$ cat config.mk
export PLATFORM = sky130hd
export DESIGN_NAME = dram_timing_ctrl
export DESIGN_NICKNAME = d
export VERILOG_FILES = /design/src/rtl/dram_pkg.sv /design/src/rtl/dram_timer.sv /design/src/rtl/dram_timing_ctrl.sv
export SDC_FILE = /design/constraint.sdc
export NUM_CORES = 1
export LEC_CHECK = 0
export CORE_MARGIN = 2
export CORE_UTILIZATION = 50
export CTS_CLUSTER_SIZE = 16
export DETAILED_ROUTE_END_ITERATION = 10
export PLACE_DENSITY = 0.69
export SYNTH_ARGS = -nofsm -noshare
export SYNTH_HDL_FRONTEND = slang
export SYNTH_SLANG_ARGS = --single-unit
$ cat constraint.sdc
create_clock -name CLK -period 3.3 [get_ports CLK]
set_input_delay 0.33 -clock CLK [delete_from_list [all_inputs] [get_ports CLK]]
set_output_delay 0.33 -clock CLK [all_outputs]
set_load 0.03 [all_outputs]
$ cat src/rtl/dram_pkg.sv
// Shared DRAM command states, timing constants and the per-state window lookup.
package dram_pkg;

    localparam int TIMER_W = 16;

    localparam int tRCD   = 4;
    localparam int tRL    = 6;
    localparam int tWL    = 4;
    localparam int tBURST = 4;
    localparam int tWR    = 5;
    localparam int tRP    = 4;
    localparam int tRFC   = 20;
    localparam int tREFI  = 100;

    typedef enum logic [2:0] {
        IDLE,
        INIT,
        ACTIVATE,
        READ,
        WRITE,
        PRECHARGE,
        REFRESH,
        SELF_REFRESH
    } dram_state_t;

    // Zero marks an untimed state.
    function automatic logic [TIMER_W-1:0] window_of(input dram_state_t s);
        case (s)
            ACTIVATE:  return TIMER_W'(tRCD);
            READ:      return TIMER_W'(tRL + tBURST);
            WRITE:     return TIMER_W'(tWL + tBURST + tWR);
            PRECHARGE: return TIMER_W'(tRP);
            REFRESH:   return TIMER_W'(tRFC);
            default:   return '0;
        endcase
    endfunction

endpackage

$ cat src/rtl/dram_timer.sv
// Loadable down-counter saturating at zero; load takes effect next cycle.
// No flow control: counts every cycle unless reloaded.
module dram_timer
    import dram_pkg::*;
(
    input  logic               clk,
    input  logic               rst_n,
    input  logic               load,
    input  logic [TIMER_W-1:0] load_value,
    output logic [TIMER_W-1:0] value,
    output logic               expired
);

    always_ff @(posedge clk) begin
        if (!rst_n) begin
            value <= '0;
        end else if (load) begin
            value <= load_value;
        end else if (value != '0) begin
            value <= value - TIMER_W'(1);
        end
    end

    assign expired = (value == '0);

endmodule

$ cat src/rtl/dram_timing_ctrl.sv
// Tracks DRAM command timing windows and the refresh interval.
// Done flags rise T cycles after state entry and drop the cycle the state is left.
module dram_timing_ctrl
    import dram_pkg::*;
(
    input  logic        CLK,
    input  logic        nRST,
    input  dram_state_t cmd_state,
    input  logic        init_done,
    output logic        tACT_done,
    output logic        tRD_done,
    output logic        tWR_done,
    output logic        tPRE_done,
    output logic        tREF_done,
    output logic        rf_req
);

    dram_state_t        prev_state;
    logic               primed;
    logic               armed;
    logic               done_q;
    logic               done_next;
    logic [TIMER_W-1:0] window;
    logic [TIMER_W-1:0] load_value;
    logic [TIMER_W-1:0] win_value;
    logic               win_expired;
    logic [TIMER_W-1:0] rcnt;
    logic               ref_expire;
    logic               timed;
    logic               stay;
    logic               entry;
    logic               load;
    logic               held;

    // The first cycle after reset has no trustworthy history, so it never counts as an entry.
    always_comb begin
        window     = window_of(cmd_state);
        load_value = window - TIMER_W'(1);
        timed      = (window != '0);
        stay       = (cmd_state == prev_state);
        entry      = primed && !stay;
        load       = entry && timed;
        held       = stay && done_q;
        ref_expire = init_done && (rcnt == TIMER_W'(tREFI - 1));
        done_next  = 1'b0;
        if (load) begin
            done_next = (window == TIMER_W'(1));
        end else if (timed && armed && stay) begin
            done_next = win_expired || (win_value == TIMER_W'(1));
        end
    end

    dram_timer u_timer (
        .clk        (CLK),
        .rst_n      (nRST),
        .load       (load),
        .load_value (load_value),
        .value      (win_value),
        .expired    (win_expired)
    );

    always_ff @(posedge CLK) begin
        if (!nRST) begin
            prev_state <= IDLE;
            primed     <= 1'b0;
            armed      <= 1'b0;
            done_q     <= 1'b0;
            rcnt       <= '0;
            rf_req     <= 1'b0;
        end else begin
            prev_state <= cmd_state;
            primed     <= 1'b1;
            armed      <= load || (armed && stay);
            done_q     <= done_next;
            if (!init_done || ref_expire) begin
                rcnt <= '0;
            end else begin
                rcnt <= rcnt + TIMER_W'(1);
            end
            // A new expiry wins over a simultaneous REFRESH entry.
            if (ref_expire) begin
                rf_req <= 1'b1;
            end else if (entry && cmd_state == REFRESH) begin
                rf_req <= 1'b0;
            end
        end
    end

    always_comb begin
        tACT_done = 1'b0;
        tRD_done  = 1'b0;
        tWR_done  = 1'b0;
        tPRE_done = 1'b0;
        tREF_done = 1'b0;
        if (held) begin
            case (cmd_state)
                ACTIVATE:  tACT_done = 1'b1;
                READ:      tRD_done  = 1'b1;
                WRITE:     tWR_done  = 1'b1;
                PRECHARGE: tPRE_done = 1'b1;
                REFRESH:   tREF_done = 1'b1;
                default:   ;
            endcase
        end
    end

endmodule

==> metrics.md <==
| Metric | Value |
|---|---|
| Status | finished, final reports clean |
| # fillers | 373 |
| Unrepaired setup endpoints after global routing | no |
| ANT nets after route | 0 |
| CTS tree | done |
| Fin. Hold Viols | 0 |
| Syn. warnings | 0 |
| Drt total wl | 4420 um |
| Total Nets Final | 277 |
| Die span in y | 69.5 um |
| Chip width | 69.5 um |
| Starting DRC count in detailed routing | 111 |
| Share of cells above drive strength 1 | 9.81% |
| Starting Density | 52.9% |
| CTS buffer count | 5 |
| Residual DRC | 0 |
| # setup viols final | 0 |
| Hold_buf cts | 0 |
| Clk sinks | 39 |
| Number of global-route vias before repair | 1719 |
| Worst Path Required | 2970 ps |
| Max Cap Viol | 0 |
| Slew HR | 60.0% |
| Met3 usage | 5.38% |
| Min-delay worst type | flip-flop to flip-flop |
| Setup bufs post-CTS | 0 |
| Largest net degree at the start of global routing | 17 |
| P&R area growth vs syn | 11.7% |
| Via count | 1849 |
| Cell count after synthesis | 250 |
| Setup Crit Path Kind | input pin to output pin |
| Fmax | 356 MHz |
| Synth Cell Area | 2150 um2 |
| Clock root buffer | clkbuf_8 |
| Initial antenna violation count | 0 |
| Reg clk slew, reported paths | 70 ps |
| Synthesized area per cell | 8.59 um2 |
| Worst Skew | 4.12 ps |
| Post-synthesis sequential area ratio | 36.4% |
| DR pass1 iterations | 4 |
| Site Rows | 23 |
| Number of synthesized flops with an enable pin | 0 |
| Count of final max-slew check failures | 0 |
| Met1 GRT Util | 28.6% |
| IO buf count | 11 |
| Final worst-path cycle share | 85.1% |
| Worst-Skew Late Latency | 290 ps |
| Net Count, Synth | 263 |
| Routing usage on met2 | 29.1% |
| GP Congestion | 0.780 |
| Synth unique cells | 52 |
| Post-CTS Resized | 0 |
| Type of origin of the critical path | input pin |
| Synth async-reset ratio | 0% |
| Die area | 4830 um2 |
| Transition time at the pin with the least slew margin | 599 ps |
| GRT overflow | 0 |
| HPWL Detailed | 3140 um |
| Clk buf depth | 2 |
| GRT Max-Usage Layer | met2 |
| Fin Hold WS | 466 ps |
| PD cells | 681 nW/um2 |
| Io pins | 12 |
| Worst IR Drop VDD | 0.309 mV |
| Leakage | 0.837 nW |
| Setup crit end kind | output pin |
| Post-synth top flop | dfxtp_1 |
| Worst-path maximum fanout | 11 |
| Fin crit period | 2810 ps |
| # H-tree levels | 2 |
| First-pass GRT wire length | 7910 um |
| FF+latch count, synth | 39 |
| Via-per-instance ratio | 5.87 |
| WL per Instance | 14.0 um |
| Global Route Usage Sum | 19.8% |
| Overall Power | 1.63 mW |
| CP Data Arrival Time | 2480 ps |
| Setup TNS | 0 ps |
| Number of diodes | 0 |
| Core area | 4060 um2 |
==> synthesized netlist by cell type (5+ instances only) <==
master,count,area (um2)
nor4_1,8,50.1
a21oi_1,13,65.1
a211oi_1,5,37.5
nor3_1,8,40.0
nand4_1,9,56.3
nor2_1,20,75.1
buf_2,5,25.0
inv_1,9,33.8
xor2_1,14,123
nand3_1,12,60.1
dfxtp_1,39,781
o21ai_0,8,40.0
nand2_1,15,56.3
ha_1,7,87.6
xnor2_1,8,70.1
o22ai_1,6,37.5
==> final timing paths <==
path | end | slack (ps) | from | cells after the start
min | rcnt[0]$_SDFF_PP0_ | 470 | rcnt[0]$_SDFF_PP0_ | 1
max | tACT_done | 490 | cmd_state[2] | 6
max reg2reg | u_timer.value[6]$_SDFFE_PN0P_ | 1300 | u_timer.value[0]$_SDFFE_PN0P_ | 6
min reg2reg | rcnt[0]$_SDFF_PP0_ | 470 | rcnt[0]$_SDFF_PP0_ | 1
==> power breakdown <==
group	leakage (nW)	internal, mW	switching (mW)
combinational	0.477	0.315	0.347
sequential	0.318	0.548	0.108
clock	0.0412	0.148	0.168
==> per-layer routing <==
layer / routed length [um] / vias to the layer above
li1: - / 952
met1: 2190 / 855
met2: 1960 / 37
met3: 219 / 5
met4: 45 / 0
met5: 0 / -
==> cell type report <==
cell class	count	area [um2]	share of cell area [%]
Multi-Input combinational cell	193	1290	53.7
Clock inverter	2	12.5	0.522
Sequential cell	39	781	32.6
Inverter	9	33.8	1.41
Tap cell	50	62.6	2.61
Clock buffer	6	72.6	3.03
Timing Repair Buffer	16	148	6.16
==> stage by stage <==
step / utilization (%) / cells / area (um2) / setup slack, ps
CTS: 59.1 / 315 / 2400 / 490
global placement: 57.0 / 307 / 2310 / 547
floorplan: - / 250 / 2150 / 1090
detailed placement: 57.0 / 307 / 2310 / 498
finish: 59.1 / 315 / 2400 / 491
global route: 59.1 / 315 / 2400 / 323
==> cell families after synthesis <==
| group | count (synthesis) | share of synthesized area [%] |
|---|---|---|
| AO/OA/AOI/OAI | 50 | 15.6 |
| XOR/XNOR | 22 | 8.97 |
| adder cells (fa/ha/maj) | 7 | 4.08 |
| buffers and inverters | 18 | 3.61 |
| flip-flops | 39 | 36.4 |
| multiplexers | 1 | 0.524 |
| AND/OR/NAND/NOR | 113 | 30.8 |
==> cell usage in the layout (no fill, tap or decap), types with 7 or more instances in the layout <==
cell type and instances:
nand2_1 15, a21oi_1 13, nor4_1 8, o21ai_0 8, ha_1 7, nand4_1 9
inv_1 9, clkdlybuf4s50_1 11, nand3_1 12, xnor2_1 8, dfxtp_1 39, nor3_1 8
xor2_1 14, nor2_1 20
==> flip-flops by register name, indices dropped and copies added (netlist names) <==
signal         count
done_q             1
u_timer.value     16
armed              1
primed             1
rcnt              16
prev_state         3
rf_req             1
==> worst max-delay path: stages <==
cell	delay [ps]
clkdlybuf4s50_1	670
xor2_1	160
nor3_1	260
nand2_1	160
nor3_1	200
clkdlybuf4s50_1	700
Power figures use the tool's default switching activity.
